$ cat config.mk
export PLATFORM = sky130hd
export DESIGN_NAME = tl_source_shrinker
export DESIGN_NICKNAME = d
export VERILOG_FILES = /design/src/rtl/tl_source_shrinker.sv
export SDC_FILE = /design/constraint.sdc
export NUM_CORES = 1
export LEC_CHECK = 0
export ABC_AREA = 1
export ABC_CLOCK_PERIOD_IN_PS = 4750
export CORE_AREA = 2 2 181 183
export DETAILED_ROUTE_END_ITERATION = 12
export DIE_AREA = 0 0 183 185
export PLACE_DENSITY = 0.4
export REMOVE_ABC_BUFFERS = 1
export SYNTH_ARGS = -nofsm -noshare
export SYNTH_HDL_FRONTEND = slang
export SYNTH_SLANG_ARGS = --single-unit
$ cat constraint.sdc
create_clock -name clk_i -period 4.75 [get_ports clk_i]
set_clock_uncertainty 0.15 [all_clocks]
set_input_delay 0.7125 -clock clk_i [delete_from_list [all_inputs] [get_ports clk_i]]
set_output_delay 0.7125 -clock clk_i [all_outputs]
set_load 0.05 [all_outputs]
$ cat src/rtl/tl_source_shrinker.sv
// TileLink UL/UH source shrinker: maps a wide host source space onto
// a small pool of device IDs and restores the host source on D.
module tl_source_shrinker #(
  parameter int HostSourceWidth   = 4,
  parameter int DeviceSourceWidth = 2,
  parameter int SinkWidth         = 1,
  parameter int AddrWidth         = 56,
  parameter int DataWidth         = 64,
  parameter int MaxSize           = 6,
  localparam int NumIds     = 2 ** DeviceSourceWidth,
  localparam int BeatBytes  = DataWidth / 8,
  localparam int OffsetBits = $clog2(BeatBytes),
  localparam int SizeW      = $clog2(MaxSize + 1),
  localparam int BeatW      = (MaxSize > OffsetBits) ?
                              (MaxSize - OffsetBits + 1) : 1,
  localparam int HSW        = HostSourceWidth,
  localparam int DSW        = DeviceSourceWidth
) (
  input  logic                 clk_i,
  input  logic                 rst_ni,
  input  logic                 i_host_a_valid,
  output logic                 o_host_a_ready,
  input  logic [2:0]           i_host_a_opcode,
  input  logic [2:0]           i_host_a_param,
  input  logic [SizeW-1:0]     i_host_a_size,
  input  logic [HSW-1:0]       i_host_a_source,
  input  logic [AddrWidth-1:0] i_host_a_address,
  input  logic [BeatBytes-1:0] i_host_a_mask,
  input  logic [DataWidth-1:0] i_host_a_data,
  input  logic                 i_host_a_corrupt,
  output logic                 o_device_a_valid,
  input  logic                 i_device_a_ready,
  output logic [2:0]           o_device_a_opcode,
  output logic [2:0]           o_device_a_param,
  output logic [SizeW-1:0]     o_device_a_size,
  output logic [DSW-1:0]       o_device_a_source,
  output logic [AddrWidth-1:0] o_device_a_address,
  output logic [BeatBytes-1:0] o_device_a_mask,
  output logic [DataWidth-1:0] o_device_a_data,
  output logic                 o_device_a_corrupt,
  input  logic                 i_device_d_valid,
  output logic                 o_device_d_ready,
  input  logic [2:0]           i_device_d_opcode,
  input  logic [1:0]           i_device_d_param,
  input  logic [SizeW-1:0]     i_device_d_size,
  input  logic [DSW-1:0]       i_device_d_source,
  input  logic [SinkWidth-1:0] i_device_d_sink,
  input  logic                 i_device_d_denied,
  input  logic [DataWidth-1:0] i_device_d_data,
  input  logic                 i_device_d_corrupt,
  output logic                 o_host_d_valid,
  input  logic                 i_host_d_ready,
  output logic [2:0]           o_host_d_opcode,
  output logic [1:0]           o_host_d_param,
  output logic [SizeW-1:0]     o_host_d_size,
  output logic [HSW-1:0]       o_host_d_source,
  output logic [SinkWidth-1:0] o_host_d_sink,
  output logic                 o_host_d_denied,
  output logic [DataWidth-1:0] o_host_d_data,
  output logic                 o_host_d_corrupt,
  output logic                 o_host_b_valid,
  input  logic                 i_host_b_ready,
  input  logic                 i_device_b_valid,
  output logic                 o_device_b_ready,
  input  logic                 i_host_c_valid,
  output logic                 o_host_c_ready,
  output logic                 o_device_c_valid,
  input  logic                 i_device_c_ready,
  input  logic                 i_host_e_valid,
  output logic                 o_host_e_ready,
  output logic                 o_device_e_valid,
  input  logic                 i_device_e_ready
);

  localparam logic [2:0] PutFullData    = 3'd0;
  localparam logic [2:0] PutPartialData = 3'd1;
  localparam logic [2:0] ArithmeticData = 3'd2;
  localparam logic [2:0] LogicalData    = 3'd3;
  localparam logic [2:0] AccessAckData  = 3'd1;

  function automatic logic [BeatW-1:0] f_beats(
    input logic             hasdata,
    input logic [SizeW-1:0] size
  );
    logic [BeatW-1:0] n;
    n = BeatW'(1);
    if (hasdata && size > SizeW'(OffsetBits))
      n = BeatW'(1) << (size - SizeW'(OffsetBits));
    return n;
  endfunction

  logic [NumIds-1:0] r_busy;
  logic [HSW-1:0]    r_src [NumIds];
  logic              r_a_inburst;
  logic [BeatW-1:0]  r_a_left;
  logic [DSW-1:0]    r_a_held_id;
  logic [2:0]        r_a_opc;
  logic [HSW-1:0]    r_a_src;
  logic [BeatW-1:0]  r_d_left;

  logic [DSW-1:0]   w_free_id;
  logic             w_any_free;
  logic             w_a_go;
  logic             w_a_hs;
  logic             w_a_first;
  logic             w_a_hasdata;
  logic [BeatW-1:0] w_a_beats;
  logic             w_d_hs;
  logic             w_d_first;
  logic [BeatW-1:0] w_d_beats;
  logic             w_d_last;
  logic             w_unused;

  always_comb begin
    w_free_id = '0;
    for (int i = NumIds - 1; i >= 0; i--)
      if (!r_busy[i]) w_free_id = DSW'(i);
  end

  assign w_any_free = ~&r_busy;
  // in-burst beats reuse the held ID, so they never wait on a free entry
  assign w_a_go      = r_a_inburst || w_any_free;
  assign w_a_hs      = i_host_a_valid && o_host_a_ready;
  assign w_a_first   = w_a_hs && !r_a_inburst;
  assign w_a_hasdata = i_host_a_opcode inside
    {PutFullData, PutPartialData, ArithmeticData, LogicalData};
  assign w_a_beats   = f_beats(w_a_hasdata, i_host_a_size);

  assign o_device_a_valid   = i_host_a_valid && w_a_go;
  assign o_host_a_ready     = i_device_a_ready && w_a_go;
  assign o_device_a_source  = r_a_inburst ? r_a_held_id : w_free_id;
  assign o_device_a_opcode  = i_host_a_opcode;
  assign o_device_a_param   = i_host_a_param;
  assign o_device_a_size    = i_host_a_size;
  assign o_device_a_address = i_host_a_address;
  assign o_device_a_mask    = i_host_a_mask;
  assign o_device_a_data    = i_host_a_data;
  assign o_device_a_corrupt = i_host_a_corrupt;

  assign w_d_hs    = i_device_d_valid && i_host_d_ready;
  assign w_d_first = (r_d_left == '0);
  assign w_d_beats = f_beats(i_device_d_opcode == AccessAckData,
                             i_device_d_size);
  assign w_d_last  = w_d_first ? (w_d_beats == BeatW'(1))
                               : (r_d_left == BeatW'(1));

  assign o_host_d_valid   = i_device_d_valid;
  assign o_device_d_ready = i_host_d_ready;
  assign o_host_d_source  = r_src[i_device_d_source];
  assign o_host_d_opcode  = i_device_d_opcode;
  assign o_host_d_param   = i_device_d_param;
  assign o_host_d_size    = i_device_d_size;
  assign o_host_d_sink    = i_device_d_sink;
  assign o_host_d_denied  = i_device_d_denied;
  assign o_host_d_data    = i_device_d_data;
  assign o_host_d_corrupt = i_device_d_corrupt;

  assign o_host_b_valid   = 1'b0;
  assign o_device_b_ready = 1'b1;
  assign o_host_c_ready   = 1'b0;
  assign o_device_c_valid = 1'b0;
  assign o_host_e_ready   = 1'b0;
  assign o_device_e_valid = 1'b0;

  assign w_unused = ^{i_host_b_ready, i_device_b_valid, i_device_c_ready,
                      i_device_e_ready, i_host_c_valid, i_host_e_valid};

  always_ff @(posedge clk_i or negedge rst_ni) begin
    if (!rst_ni) begin
      r_busy      <= '0;
      r_a_inburst <= 1'b0;
      r_a_left    <= '0;
      r_a_held_id <= '0;
      r_a_opc     <= '0;
      r_a_src     <= '0;
      r_d_left    <= '0;
      for (int i = 0; i < NumIds; i++) r_src[i] <= '0;
    end else begin
      if (w_d_hs) begin
        if (w_d_first) r_d_left <= w_d_beats - BeatW'(1);
        else           r_d_left <= r_d_left - BeatW'(1);
        if (w_d_last)  r_busy[i_device_d_source] <= 1'b0;
      end
      // allocation uses the registered busy vector, so it never hits
      // the entry being freed above
      if (w_a_first) begin
        r_busy[w_free_id] <= 1'b1;
        r_src[w_free_id]  <= i_host_a_source;
        r_a_opc           <= i_host_a_opcode;
        r_a_src           <= i_host_a_source;
        if (w_a_beats != BeatW'(1)) begin
          r_a_inburst <= 1'b1;
          r_a_held_id <= w_free_id;
          r_a_left    <= w_a_beats - BeatW'(1);
        end
      end else if (w_a_hs) begin
        r_a_left <= r_a_left - BeatW'(1);
        if (r_a_left == BeatW'(1)) r_a_inburst <= 1'b0;
      end
    end
  end

  ap_d_busy : assert property (@(posedge clk_i) disable iff (!rst_ni)
    i_device_d_valid |-> r_busy[i_device_d_source]);

  ap_no_ce : assert property (@(posedge clk_i) disable iff (!rst_ni)
    !(i_host_c_valid || i_host_e_valid));

  ap_burst_stable : assert property (@(posedge clk_i) disable iff (!rst_ni)
    (r_a_inburst && i_host_a_valid) |->
    (i_host_a_opcode == r_a_opc && i_host_a_source == r_a_src));

endmodule

**After elaboration in Yosys (flattened, before gate mapping)**

Index checks and enable logic that the tools add are counted.

- Register bits after elaboration: 31
- Bits of input ports: 231

- Muxes and demuxes: 29
- Reductions and logical operators: 22
- Add/subtract/negate cells: 6
- Bitwise gates (word level): 5
- Magnitude comparators: 9
- Eq/ne operators: 9
- Shifts and indexed selects: 2

Operators with widths:

| operator | number |
|---|---|
| 4-bit 2-to-1 mux | 12 |
| 16-bit bitwise mux | 1 |
| 4-bit by 1-bit subtractor with 4-bit output (second input constant) | 4 |
| 4-bit by 1-bit == test with 1-bit output (second input constant) | 3 |
| 1-bit logical AND | 10 |
| 2-bit 2-to-1 mux | 5 |
| 4-bit binary-select mux with 2-bit select | 1 |
| 4-bit demux with 2-bit select | 1 |
| 1-bit by 3-bit << shifter with 4-bit output (first input constant) | 2 |
| 1-bit 2-to-1 mux | 7 |
| 3-bit by 1-bit == test with 1-bit output (second input constant) | 2 |
| 3-bit by 2-bit == test with 1-bit output (second input constant) | 2 |
| 3-bit greater-or-equal comparator (second input constant) | 2 |
| 3-bit by 2-bit greater-than comparator with 1-bit output (second input constant) | 2 |
| 2-bit by 3-bit less-than comparator with 1-bit output (second input constant) | 2 |
| 2-bit NOT with 3-bit output | 2 |
| 3-bit by 2-bit subtractor with 3-bit output (second input constant) | 2 |
| 4-bit bitwise AND | 1 |
| 1-bit demux with 2-bit select | 2 |
| 2-bit by 1-bit greater-or-equal comparator with 1-bit output (second input constant) | 2 |
| 4-bit logical NOT | 1 |
| 4-bit by 1-bit inequality test with 1-bit output (second input constant) | 1 |
| 4-bit NOT | 1 |
| 4-bit bitwise OR | 1 |
| 10 further kinds | 13 |

**Logic depth before layout (Yosys ltp)**

Gate-level depths: netlist of the first run.

- Word-level depth: 10
- Depth in mapped cells: 17
- Depth with buffers taken out: 17

**Least setup slack after synthesis of the first run**

Ideal clock, no wire load.

- Kind: register to output
- Start point: register r_busy[2]
- End point: output port o_device_a_source[1]
- Slack: 1950 ps
- Arrival time: 1938 ps
- Stages on the path, launching flop included: 6
- Buffers on the path: 0
- Cell sequence: dfrtp_1 -> nand2_1 -> inv_2 -> nor2_2 -> bufinv_8 -> o21ai_0

- Word-level cells in the longest chain between the ends: 4

RTL lines:

| what | RTL line | text |
|---|---|---|
| start: declaration | 92 | `logic [NumIds-1:0] r_busy;` |
| start signal: assignment | 170 | `r_busy <= '0;` |
| start signal: indexed assignment | 182 | `if (w_d_last) r_busy[i_device_d_source] <= 1'b0;` |
| start signal: indexed assignment | 187 | `r_busy[w_free_id] <= 1'b1;` |
| 2-bit 2-to-1 mux (3 in series) | 117 | `if (!r_busy[i]) w_free_id = DSW'(i);` |
| 2-bit 2-to-1 mux | 131 | `assign o_device_a_source = r_a_inburst ? r_a_held_id : w_free_id;` |
| end: declaration | 36 | `output logic [DSW-1:0] o_device_a_source,` |

No other way between the ends.

**Worst setup path after layout of the first run**

- Start point: input port i_device_d_source[0]
- End point: output port o_host_d_source[2]

- Word-level cells in the longest chain between the ends: 4

RTL lines:

| what | RTL line | text |
|---|---|---|
| start: declaration | 46 | `input logic [DSW-1:0] i_device_d_source,` |
| 2-bit NOT with 3-bit output (not written as such) | 149 | `assign o_host_d_source = r_src[i_device_d_source];` |
| 4-bit binary-select mux with 2-bit select | 149 |  |
| 4-bit 2-to-1 mux (not written as such) (2 in series) | 149 |  |
| end: declaration | 56 | `output logic [HSW-1:0] o_host_d_source,` |

No other way between the ends. The select of a mux whose other input is x is not followed.

==> flow_summary.yaml, run 1 <==
finish:
  fin_util_pct: 9.59
  multi_input_area_sq_um: 1050
  antennaDiodeCount: 0
  area_growth_pct: -15.6
  nets: 550
  final_area_sq_um: 3070
  sequential_cell_area_sq_um: 776
  fin_cells: 718
  drive_above_1_share_pct: 8.39
  fillCellCount: 3730
clock_tree:
  clockBufferDepth: 2
  cts_hold_buf: 0
  cts_setup_buffers: 0
  clkTransAtPathRegs_ns: 0.05
  cts_buffers: 5
  cts_root_buf: "clkbuf_16"
  cts_resized: 0
  clock_latency_ns: 0.28
  numClockSinks: 31
  cts_tree: "yes"
  cts_max_level: 2
placed_design:
  dp_cells: 710
  gp_congestion: 0.991
  dp_hpwl_um: 47300
  placed_cell_area_sq_um: 2920
  dp_slack_ns: 0.944
  port_buffers: 41
critical_path:
  path_cells: "clkdlybuf4s50_1, inv_1, nor2_1, a22oi_1, nand3_1, clkdlybuf4s50_1"
  cp.buffers_inverters: 3
  worst_path_max_delay_cell: "clkdlybuf4s50_1"
  critPathLaunchType: "input port"
  reg2reg_slack_ns: 3.06
  max_stage_delay_ns: 0.87
  cp_top_family: "buffers and inverters"
  r2r.worst_path.cells: 11
  worstReg2RegEnd: "r_busy[0]$_DFF_PN0_"
  cp-end-kind: "output port"
  criticalPathCategory: "in2out"
  cp.required_ns: 3.89
  cp_max_fo: 8
  cp_common_cell: "clkdlybuf4s50_1"
  arrival_ns: 2.92
  regToRegStartpoint: "r_d_left[0]$_DFFE_PN0P_"
synthesis:
  synth-edff-count: 0
  seq_area_frac_synth_pct: 21.3
  syn_area_per_cell_sq_um: 7.60
  synth-main-ff-cell: "dfrtp_1"
  synth.top_cell.area_share_pct: 45.6
  yosys_register_bits: 31
  synthesis.area_sq_um: 3640
  yosysTopAreaCell: "buf_4"
  yosys-top-cells-count: "buf_4 (221), nand2_1 (76), dfrtp_1 (31)"
  synthArstFlopShare_pct: 100
  yosys.cell_count.top_type: "buf_4"
  syn_inst: 479
  ys_types: 31
  synth.top_cells.by_area: "buf_4 (46%), dfrtp_1 (21%), nand2_1 (7.8%), nand3_1 (3.9%), ha_1 (3.4%)"
  yosys_warnings: 0
pwr:
  p_leak_nw: 1.30
  switching_share_pct: 43.8
  sequentialPowerShare_pct: 31.7
  p_int_mw: 0.871
  powerDensity_nw_per_um2: 505
  finalPower_mw: 1.55
  clockPowerShare_pct: 21.5
  vdd_drop_max_mv: 0.170
  comb_power_share_pct: 46.8
  p_sw_mw: 0.679
timing:
  maxSlewHeadroom_pct: 60.5
  fmax_mhz: 265
  min_period_ns: 3.78
  tightest_slew_ns: 0.591
  whs_ns: 0.339
  slew_viol_final: 0
  hold_viol_final: 0
  rsz0062_at_grt: "no"
  fin_ws_ns: 0.972
  setup_tns_ns: 0
  finalSetupViolCount: 0
  finalCritPeriodShare_pct: 79.5
detailed_routing:
  drtIter0Drc: 194
  drt_first_pass_iters: 5
  num_vias: 2443
  ant_nets: 0
  routed_via_density: 3.40
  drt_wl_total_um: 48800
  routedWlPerCell_um: 68.0
  drt_drc_violations_left: 0
global_routing:
  antenna_found_initial: 0
  grt_overflow_total: 0
  grt_pass1_vias: 2104
  grt_max_degree: 32
  track_usage_pct: 28.0
  grt_pass1_wl_um: 53200
run:
  drv_cap: 0
floorplan:
  core_sq_um: 32000
  num_io_pins: 460
  rows: 66
  fp.dieH_um: 185
  initial_core_util_pct: 11.4
  die_width_um: 183
  dieArea_sq_um: 33900
min_path:
  hold_path.class: "reg2reg"
  min_path_cells: 2
  hold_end: "r_d_left[3]$_DFFE_PN0P_"
  min_from: "r_d_left[3]$_DFFE_PN0P_"
status:
  status: "completed"
final cells by class:
| cell class | instances | area share [%] |
|---|---|---|
| Multi-Input combinational cell | 194 | 34.3 |
| Sequential cell | 31 | 25.3 |
| Tap cell | 408 | 16.6 |
| Timing Repair Buffer | 42 | 13.6 |
| Inverter | 35 | 5.13 |
| Clock buffer | 8 | 5.09 |
logic make-up (layout without fill, tap and decap cells):
kind of cell | after synthesis | in the layout | synth area share, %
adder cells (fa/ha/maj) | 10 | 10 | 3.44
flip-flops | 31 | 31 | 21.3
buffers and inverters | 258 | 85 | 50.2
AO/OA/AOI/OAI | 33 | 33 | 4.81
XOR/XNOR | 2 | 2 | 0.481
other | 2 | 6 | 0.206
AND/OR/NAND/NOR | 143 | 143 | 19.6
placed cells by master, fill, tap and decap left out, drive strengths merged:
master,n
a21oi,2
bufinv,1
and2,2
xor2,2
dfrtp,31
nand3,33
nor3,7
inv,33
a22oi,4
conb,6
clkdlybuf4s50,41
nand4,6
buf,1
o21ai,27
nand2,80
ha,10
clkinv,1
nor2,13
or2,2
clkbuf,8
per-layer routing:
| metal | vias to the layer above | routed length, um | share of wire (%) | global-route usage (%) |
|---|---|---|---|---|
| met2 | 476 | 28500 | 58 | 58.9 |
| met4 | 0 | 2880 | 5.9 | 14.0 |
| li1 | 937 | - | - | - |
| met5 | - | 0 | 0 | 0 |
| met3 | 64 | 13900 | 28 | 37.3 |
| met1 | 966 | 3560 | 7.3 | 5.49 |
state kept, by name (all words and copies together), names as in the netlist:
signal / count
r_a_left: 4
r_d_left: 4
r_busy: 4
r_src: 16
r_a_inburst: 1
r_a_held_id: 2
power groups by stage:
stage	clock network, mW	logic [mW]	registers [mW]
2_1_floorplan	0	0.513	0.459
3_3_place_gp	0	0.729	0.491
3_5_place_dp	0	0.733	0.491
4_1_cts	0.344	0.735	0.489
5_1_grt	0.354	0.807	0.506
6_report	0.334	0.725	0.491
worst min-delay path: cells and delay by family (launching register included):
family | cells | cell delay (ns)
simple gates | 2 | 0.11
flops | 1 | 0.35
worst max-delay path by stage:
stage	from	endpoint	slack (ns)	depth (start not counted)
floorplan	r_busy[2]$_DFF_PN0_	o_device_a_source[1]	1.95	5
global placement	i_device_d_source[0]	o_host_d_source[2]	0.94	6
detailed placement	i_device_d_source[0]	o_host_d_source[2]	0.94	6
CTS	i_device_d_source[0]	o_host_d_source[2]	0.94	6
global route	i_device_d_source[0]	o_host_d_source[2]	0.81	6
finish	i_device_d_source[0]	o_host_d_source[2]	0.97	6
(Power assumes the default switching activity.)
==> inputs of run 2 (changes only) <==
ABC_CLOCK_PERIOD_IN_PS = 3200   (was 4750)
CORE_AREA = 2 2 179 181   (was 2 2 181 183)
DIE_AREA = 0 0 181 183   (was 0 0 183 185)
PLACE_DENSITY = 0.42   (was 0.4)
clock period = 3.2 ns   (was 4.75 ns; I/O delays follow)
==> run 2 against run 1 <==
Net effect:
- combinational power up 57%
- worst hold slack better by 0.0046 ns
- die area shrank 2.2%
- clock power increased by 86%
- critical path depth unchanged
- sequential share of layout area fell by 0.70 points
- largest power group unchanged
==> flow_summary.yaml, run 2 (synthesized netlist as in run 1, its figures left out) <==
floorplan:
  initial_core_util_pct: 11.7
  core_sq_um: 31200
  die_width_um: 181
  dieArea_sq_um: 33100
  fp.dieH_um: 183
  num_io_pins: 460
  rows: 65
clock_tree:
  clockBufferDepth: 2
  clock_latency_ns: 0.28
  cts_buffers: 5
  cts_root_buf: "clkbuf_16"
  clkTransAtPathRegs_ns: 0.06
  cts_resized: 0
  cts_setup_buffers: 0
  cts_max_level: 2
  numClockSinks: 31
  cts_hold_buf: 0
  cts_tree: "yes"
detailed_routing:
  routedWlPerCell_um: 67.3
  routed_via_density: 3.37
  drtIter0Drc: 138
  drt_drc_violations_left: 0
  ant_nets: 0
  drt_wl_total_um: 48100
  num_vias: 2412
  drt_first_pass_iters: 6
pwr:
  finalPower_mw: 2.47
  p_leak_nw: 1.34
  vdd_drop_max_mv: 0.262
  powerDensity_nw_per_um2: 783
finish:
  fin_util_pct: 10.1
  sequential_cell_area_sq_um: 776
  largest_reg_flops: 16
  top_register: "r_src"
  final_area_sq_um: 3160
  antennaDiodeCount: 0
  area_growth_pct: -13.2
  drive_above_1_share_pct: 10.5
  multi_input_area_sq_um: 1050
  nets: 553
  final_cell_mix: "nand2_1 (76), clkdlybuf4s50_1 (37), dfrtp_1 (31), inv_1 (29), nand3_1 (28)"
  layout_commonest_cell: "nand2_1"
  fillCellCount: 3661
  fin_cells: 715
timing:
  fin_ws_ns: 0.315
  maxSlewHeadroom_pct: 57.5
  fmax_mhz: 347
  rsz0062_at_grt: "no"
  finalCritPeriodShare_pct: 90.2
  setup_tns_ns: 0
  whs_ns: 0.344
  finalSetupViolCount: 0
  min_period_ns: 2.89
  tightest_slew_ns: 0.635
  hold_viol_final: 0
  slew_viol_final: 0
global_routing:
  grt_pass1_wl_um: 53600
  grt_max_degree: 32
  grt_overflow_total: 0
  grt_pass1_vias: 2244
  antenna_found_initial: 1
  track_usage_pct: 28.3
critical_path:
  criticalPathCategory: "reg2out"
  cp_max_fo: 4
  startpoint: "r_busy[2]$_DFF_PN0_"
  cp-end-kind: "output port"
  regToRegStartpoint: "r_d_left[0]$_DFFE_PN0P_"
  arrival_ns: 2.26
  critPathLaunchType: "register"
  cp.required_ns: 2.57
min_path:
  hold_path.class: "reg2reg"
  min_from: "r_a_held_id[0]$_DFFE_PN0P_"
placed_design:
  gp_congestion: 1.07
  port_buffers: 41
  dp_slack_ns: 0.385
  dp_hpwl_um: 46500
  dp_cells: 707
  placed_cell_area_sq_um: 2970
run:
  drv_cap: 0
status:
  status: "completed"
[run 2: cell types whose count changed in the layout (fill, tap and decap cells not counted)]
cell             change
bufinv_16            +2
clkbuf_8             -2
buf_12               +4
buf_4                +3
clkdlybuf4s50_1      -4
[run 2: critical path, stage by stage, from the launching register on]
cell and delay (ns):
dfrtp_1 0.40, nand2_1 0.08, inv_2 0.06, nor2_2 0.15, bufinv_8 0.22, o21ai_0 0.17, clkdlybuf4s50_1 0.88
[run 2: cell type report]
| cell class | instances | share of cell area [%] |
|---|---|---|
| clock buffers | 6 | 4.08 |
| clock inverters | 2 | 1.90 |
| inverters | 35 | 4.99 |
| multi-input cells | 194 | 33.3 |
| flip-flops and latches | 31 | 24.6 |
| well taps | 402 | 15.9 |
| repair buffers | 45 | 15.2 |
[run 2: path summary, 6_finish.rpt]
check,slack (ns),end,cells after the start
setup / recovery,0.31,o_device_a_source[1],6
hold / removal,0.34,r_a_held_id[0]$_DFFE_PN0P_,2
setup reg to reg,1.47,r_busy[0]$_DFF_PN0_,11
hold reg to reg,0.34,r_a_held_id[0]$_DFFE_PN0P_,2
max in group asynchronous,2.11,r_busy[0]$_DFF_PN0_,2
min in group asynchronous,0.47,r_a_left[2]$_DFFE_PN0P_,2
[run 2: routing by layer]
layer | global-route usage [%] | part of all wire, %
met1 | 5.41 | 7.2
met5 | 0 | 0
met3 | 35.8 | 27
met2 | 60.3 | 59
met4 | 16.5 | 6.9
[run 2: where the power goes]
part	total, mW	internal, mW	switching, mW
Sequential	0.714	0.580	0.134
Combinational	1.14	0.428	0.709
Clock	0.621	0.446	0.175
==> inputs of run 3 (changes only) <==
CTS_BUF_LIST = sky130_fd_sc_hd__clkbuf_16   (was default)
SETUP_SLACK_MARGIN = 0.1   (was default)
==> run 3 against run 2 <==
Net effect:
- global-route usage unchanged
- clock power about the same
- sequential share of layout area unchanged
- sequential cell count unchanged
- die area unchanged
- first-iteration DRC count increased by 1.4%
- critical path type unchanged
- fmax about the same
- register-to-register slack about the same
- cell count unchanged
==> flow_summary.yaml, run 3 (synthesized netlist as in run 1, its figures left out) <==
global_routing:
  grt_pass1_vias: 2244
  grt_overflow_total: 0
  grt_pass1_wl_um: 53600
  antenna_found_initial: 1
  grt_max_degree: 32
  track_usage_pct: 28.3
critical_path:
  arrival_ns: 2.26
  cp_top_family: "buffers and inverters"
  path_cells: "nand2_1, inv_2, nor2_2, bufinv_8, o21ai_0, clkdlybuf4s50_1"
  critPathLaunchType: "register"
  cp-end-kind: "output port"
  cp_max_fo: 4
  criticalPathCategory: "reg2out"
  worst_path_max_delay_cell: "clkdlybuf4s50_1"
  cp.buffers_inverters: 3
  max_stage_delay_ns: 0.88
  cp.required_ns: 2.57
floorplan:
  core_sq_um: 31200
  die_width_um: 181
  rows: 65
  fp.dieH_um: 183
  num_io_pins: 460
  initial_core_util_pct: 11.7
  dieArea_sq_um: 33100
placed_design:
  dp_hpwl_um: 46500
  gp_congestion: 1.07
  port_buffers: 41
  placed_cell_area_sq_um: 2970
detailed_routing:
  drt_first_pass_iters: 6
  drt_drc_violations_left: 0
  num_vias: 2425
  drt_wl_total_um: 48100
  routed_via_density: 3.39
  routedWlPerCell_um: 67.3
  ant_nets: 0
  drtIter0Drc: 140
pwr:
  finalPower_mw: 2.47
  p_leak_nw: 1.35
  comb_power_share_pct: 46.0
  sequentialPowerShare_pct: 28.9
  switching_share_pct: 41.2
  clockPowerShare_pct: 25.1
  p_int_mw: 1.45
  vdd_drop_max_mv: 0.262
  powerDensity_nw_per_um2: 782
  p_sw_mw: 1.02
clock_tree:
  clkTransAtPathRegs_ns: 0.06
  clockBufferDepth: 2
  cts_tree: "yes"
  cts_setup_buffers: 0
  cts_hold_buf: 0
  clock_latency_ns: 0.28
  cts_root_buf: "clkbuf_16"
  cts_max_level: 2
  cts_resized: 0
  cts_buffers: 5
  numClockSinks: 31
timing:
  tightest_slew_ns: 0.635
  finalSetupViolCount: 0
  fmax_mhz: 347
  min_period_ns: 2.89
  slew_viol_final: 0
  rsz0062_at_grt: "no"
  whs_ns: 0.343
  setup_tns_ns: 0
  finalCritPeriodShare_pct: 90.2
  hold_viol_final: 0
  maxSlewHeadroom_pct: 57.5
finish:
  nets: 553
  antennaDiodeCount: 0
  drive_above_1_share_pct: 10.5
  layout_commonest_cell: "nand2_1"
  area_growth_pct: -13.2
  final_area_sq_um: 3160
  top_register: "r_src"
  final_cell_mix: "nand2_1 (76), clkdlybuf4s50_1 (37), dfrtp_1 (31), inv_1 (30), nand3_1 (28)"
  fin_util_pct: 10.1
  largest_reg_flops: 16
min_path:
  hold_path.class: "reg2reg"
status:
  status: "completed"
run:
  drv_cap: 0
[run 3: changes by cell type in the layout (fill, tap and decap cells not counted)]
cell      previous run  this run
clkbuf_1             1         0
inv_1               29        30
[run 3: path summary, 6_finish.rpt]
kind                                    startpoint                      end  slack [ns]  cells past startpoint
setup reg to reg           r_d_left[0]$_DFFE_PN0P_      r_busy[0]$_DFF_PN0_        1.46                     11
hold / removal               r_src[10]$_DFFE_PN0P_    r_src[10]$_DFFE_PN0P_        0.34                      2
setup / recovery               r_busy[2]$_DFF_PN0_     o_device_a_source[1]        0.31                      6
hold reg to reg              r_src[10]$_DFFE_PN0P_    r_src[10]$_DFFE_PN0P_        0.34                      2
max in group asynchronous                   rst_ni      r_busy[0]$_DFF_PN0_        2.11                      2
min in group asynchronous                   rst_ni  r_a_left[2]$_DFFE_PN0P_        0.47                      2
[run 3: power by group through the flow]
stage / Sequential, mW / Clock [mW] / Combinational, mW
2_1_floorplan: 0.682 / 0 / 0.761
3_3_place_gp: 0.716 / 0 / 1.15
3_5_place_dp: 0.713 / 0 / 1.15
4_1_cts: 0.710 / 0.636 / 1.15
5_1_grt: 0.737 / 0.655 / 1.26
6_report: 0.714 / 0.619 / 1.14
[run 3: per-stage QoR]
stage	setup slack, ns	instances
3_3_place_gp	0.382	707
2_1_floorplan	0.632	260
3_5_place_dp	0.385	707
5_1_grt	0.223	715
4_1_cts	0.287	715
6_report	0.314	715
[run 3: final cells by class]
class                      instances  area [sq um]
sequential                        31           776
tap                              402           503
clock buffer                       5           125
inverter                          35           158
timing repair buffer              45           480
multi-input combinational        194          1050
clock inverter                     3          63.8
fill                            3661         28100
[run 3: worst reg2reg max path: cells and delay by family (launching register included)]
family	cells	cell delay, ns
adders and majority gates	1	0.17
and+or+nand+nor	8	0.71
DFF	1	0.42
buffers and inverters	2	0.17
[run 3: per-layer routing]
| layer | global-route usage, % | part of all wire [%] | up-vias |
|---|---|---|---|
| li1 | - | - | 942 |
| met1 | 5.41 | 7.2 | 975 |
| met2 | 60.3 | 59 | 444 |
| met3 | 35.8 | 27 | 64 |
| met4 | 16.5 | 6.9 | 0 |
| met5 | 0 | 0 | - |
==> patch: new RTL, config.mk and constraints of run 2 <==
The parameter `AddrWidth` goes from 56 to 84.
--- a/src/rtl/tl_source_shrinker.sv
+++ b/src/rtl/tl_source_shrinker.sv
@@ -6,3 +6,3 @@
   parameter int SinkWidth         = 1,
-  parameter int AddrWidth         = 56,
+  parameter int AddrWidth         = 84,
   parameter int DataWidth         = 64,
Ports: changed (resized i_host_a_address and o_device_a_address); port bits go from 460 to 516. The function was not compared with the original's and may differ.
==> patch against run 2 <==
Wire length rose by 15%; total power fell by 5.6%; first-iteration DRC count increased by 72%; area after synthesis up 5.8%; global-route usage increased by 4.1 points; critical path type unchanged; setup slack improved by 0.016 ns; hold slack worse by 0.011 ns; sequential share of layout area increased by 0.32 points; sequential cell count unchanged; design area fell by 1.3%.
==> patch: results (changes against run 2) <==
[metrics] count of flip-flops and latches: 31 (unchanged)
[metrics] hold path endpoint: r_d_left[3]
[metrics] Post-layout nets: 581 (+5.1%)
[metrics] ratio of routed vias to standard cells: 3.56 (+5.6%)
[metrics] vias in the first global route: 2289 (+2.0%)
[metrics] total iterations of the first detailed-routing run: 5 (-1)
[metrics] leakage power: 1.32 nW (-1.8%)
[metrics] Data buffer area share: 0.154 (+0.00195)
[metrics] Data arrival, critical path: 2.24 ns (-0.02 ns)
[metrics] fraction of area in clock buffers and inverters: 0.0477 (-0.0121)
[metrics] worst flop-to-flop path endpoint: r_busy[2]
[metrics] initial DRC count: 237 (+72%)
[metrics] fraction of the mapped netlist area in adder cells: 0.0325 (-0.00188)
[metrics] first-pass GRT wire length: 60700 um (+13%)
[metrics] sequential fraction of the synthesis area: 0.201 (-0.0116)
[metrics] largest net degree at the start of global routing: 32 (unchanged)
[metrics] main area contributors after synthesis: sky130_fd_sc_hd__buf_4 49%, sky130_fd_sc_hd__dfrtp_1 20%, sky130_fd_sc_hd__nand2_1 7.4%
[metrics] aggregate global-route resource usage: 0.324 (+0.0406)
[metrics] count of input and output buffers: 41 (unchanged)
[metrics] proportion of cell area occupied by registers: 0.249 (+0.00315)
[metrics] headroom to the max-slew limit: 0.581 (+0.00547)
[metrics] status: finished clean
[metrics] ant diodes: 0 (unchanged)
[metrics] synthesized instance count: 507 (+5.8%)
[metrics] setup slack on the worst flop-to-flop path: 1.50 ns (+0.03 ns)
[metrics] top cell types by occurrence after synthesis: 249 x sky130_fd_sc_hd__buf_4, 76 x sky130_fd_sc_hd__nand2_1, 31 x sky130_fd_sc_hd__dfrtp_1
[metrics] proportion of cell area occupied by multi-input gates: 0.338 (+0.00428)
[metrics] launch point of the worst hold path: r_d_left[3]
[metrics] global placer's final weighted congestion: 1.14 (+6.2%)
[metrics] fraction of the mapped netlist area in compound gates: 0.0455 (-0.00263)
[metrics] HPWL after detailed placement: 53400 um (+15%)
[metrics] worst vdd ir: 0.000287 V (+9.6%)
[metrics] number of antenna violations at the first check in global routing: 0 (-1)
[metrics] Filler cells: 3668 (+0.19%)
[metrics] ratio of cells with drive above 1 in the final layout: 0.109 (+0.00319)
[metrics] fraction of synthesized cell area in xor and xnor cells: 0.00455 (-0.000263)
[metrics] worst hold margin: 0.333 ns (-0.0107 ns)
[metrics] worst setup slack before clock tree synthesis: 0.399 ns (+0.0137 ns)
[metrics] routed length per placed instance: 77.1 um (+15%)
[metrics] layout clock buffer count: 5 (-1)
[patch: cell count changes after synthesis]
cell                    delta
sky130_fd_sc_hd__buf_4    +28
[patch: layer usage]
metal  vias up  global-route usage  routed length, um
met3        90               0.326              11900
met5         -              0.0430                183
met4         8               0.207               4480
met2       503               0.738              34600
li1        940                   -                  -
met1      1006              0.0643               3950
[patch: critical path, stage by stage (launching register included)]
cell	delay, ns
sky130_fd_sc_hd__dfrtp_1	0.41
sky130_fd_sc_hd__nand2_1	0.09
sky130_fd_sc_hd__inv_2	0.06
sky130_fd_sc_hd__nor2_2	0.15
sky130_fd_sc_hd__bufinv_8	0.22
sky130_fd_sc_hd__o21ai_0	0.15
sky130_fd_sc_hd__clkdlybuf4s50_1	0.87
[patch: where the power goes]
part	internal, W	switching, W
clock	0.000291	0.000200
sequential	0.000580	0.000136
combinational	0.000427	0.000702
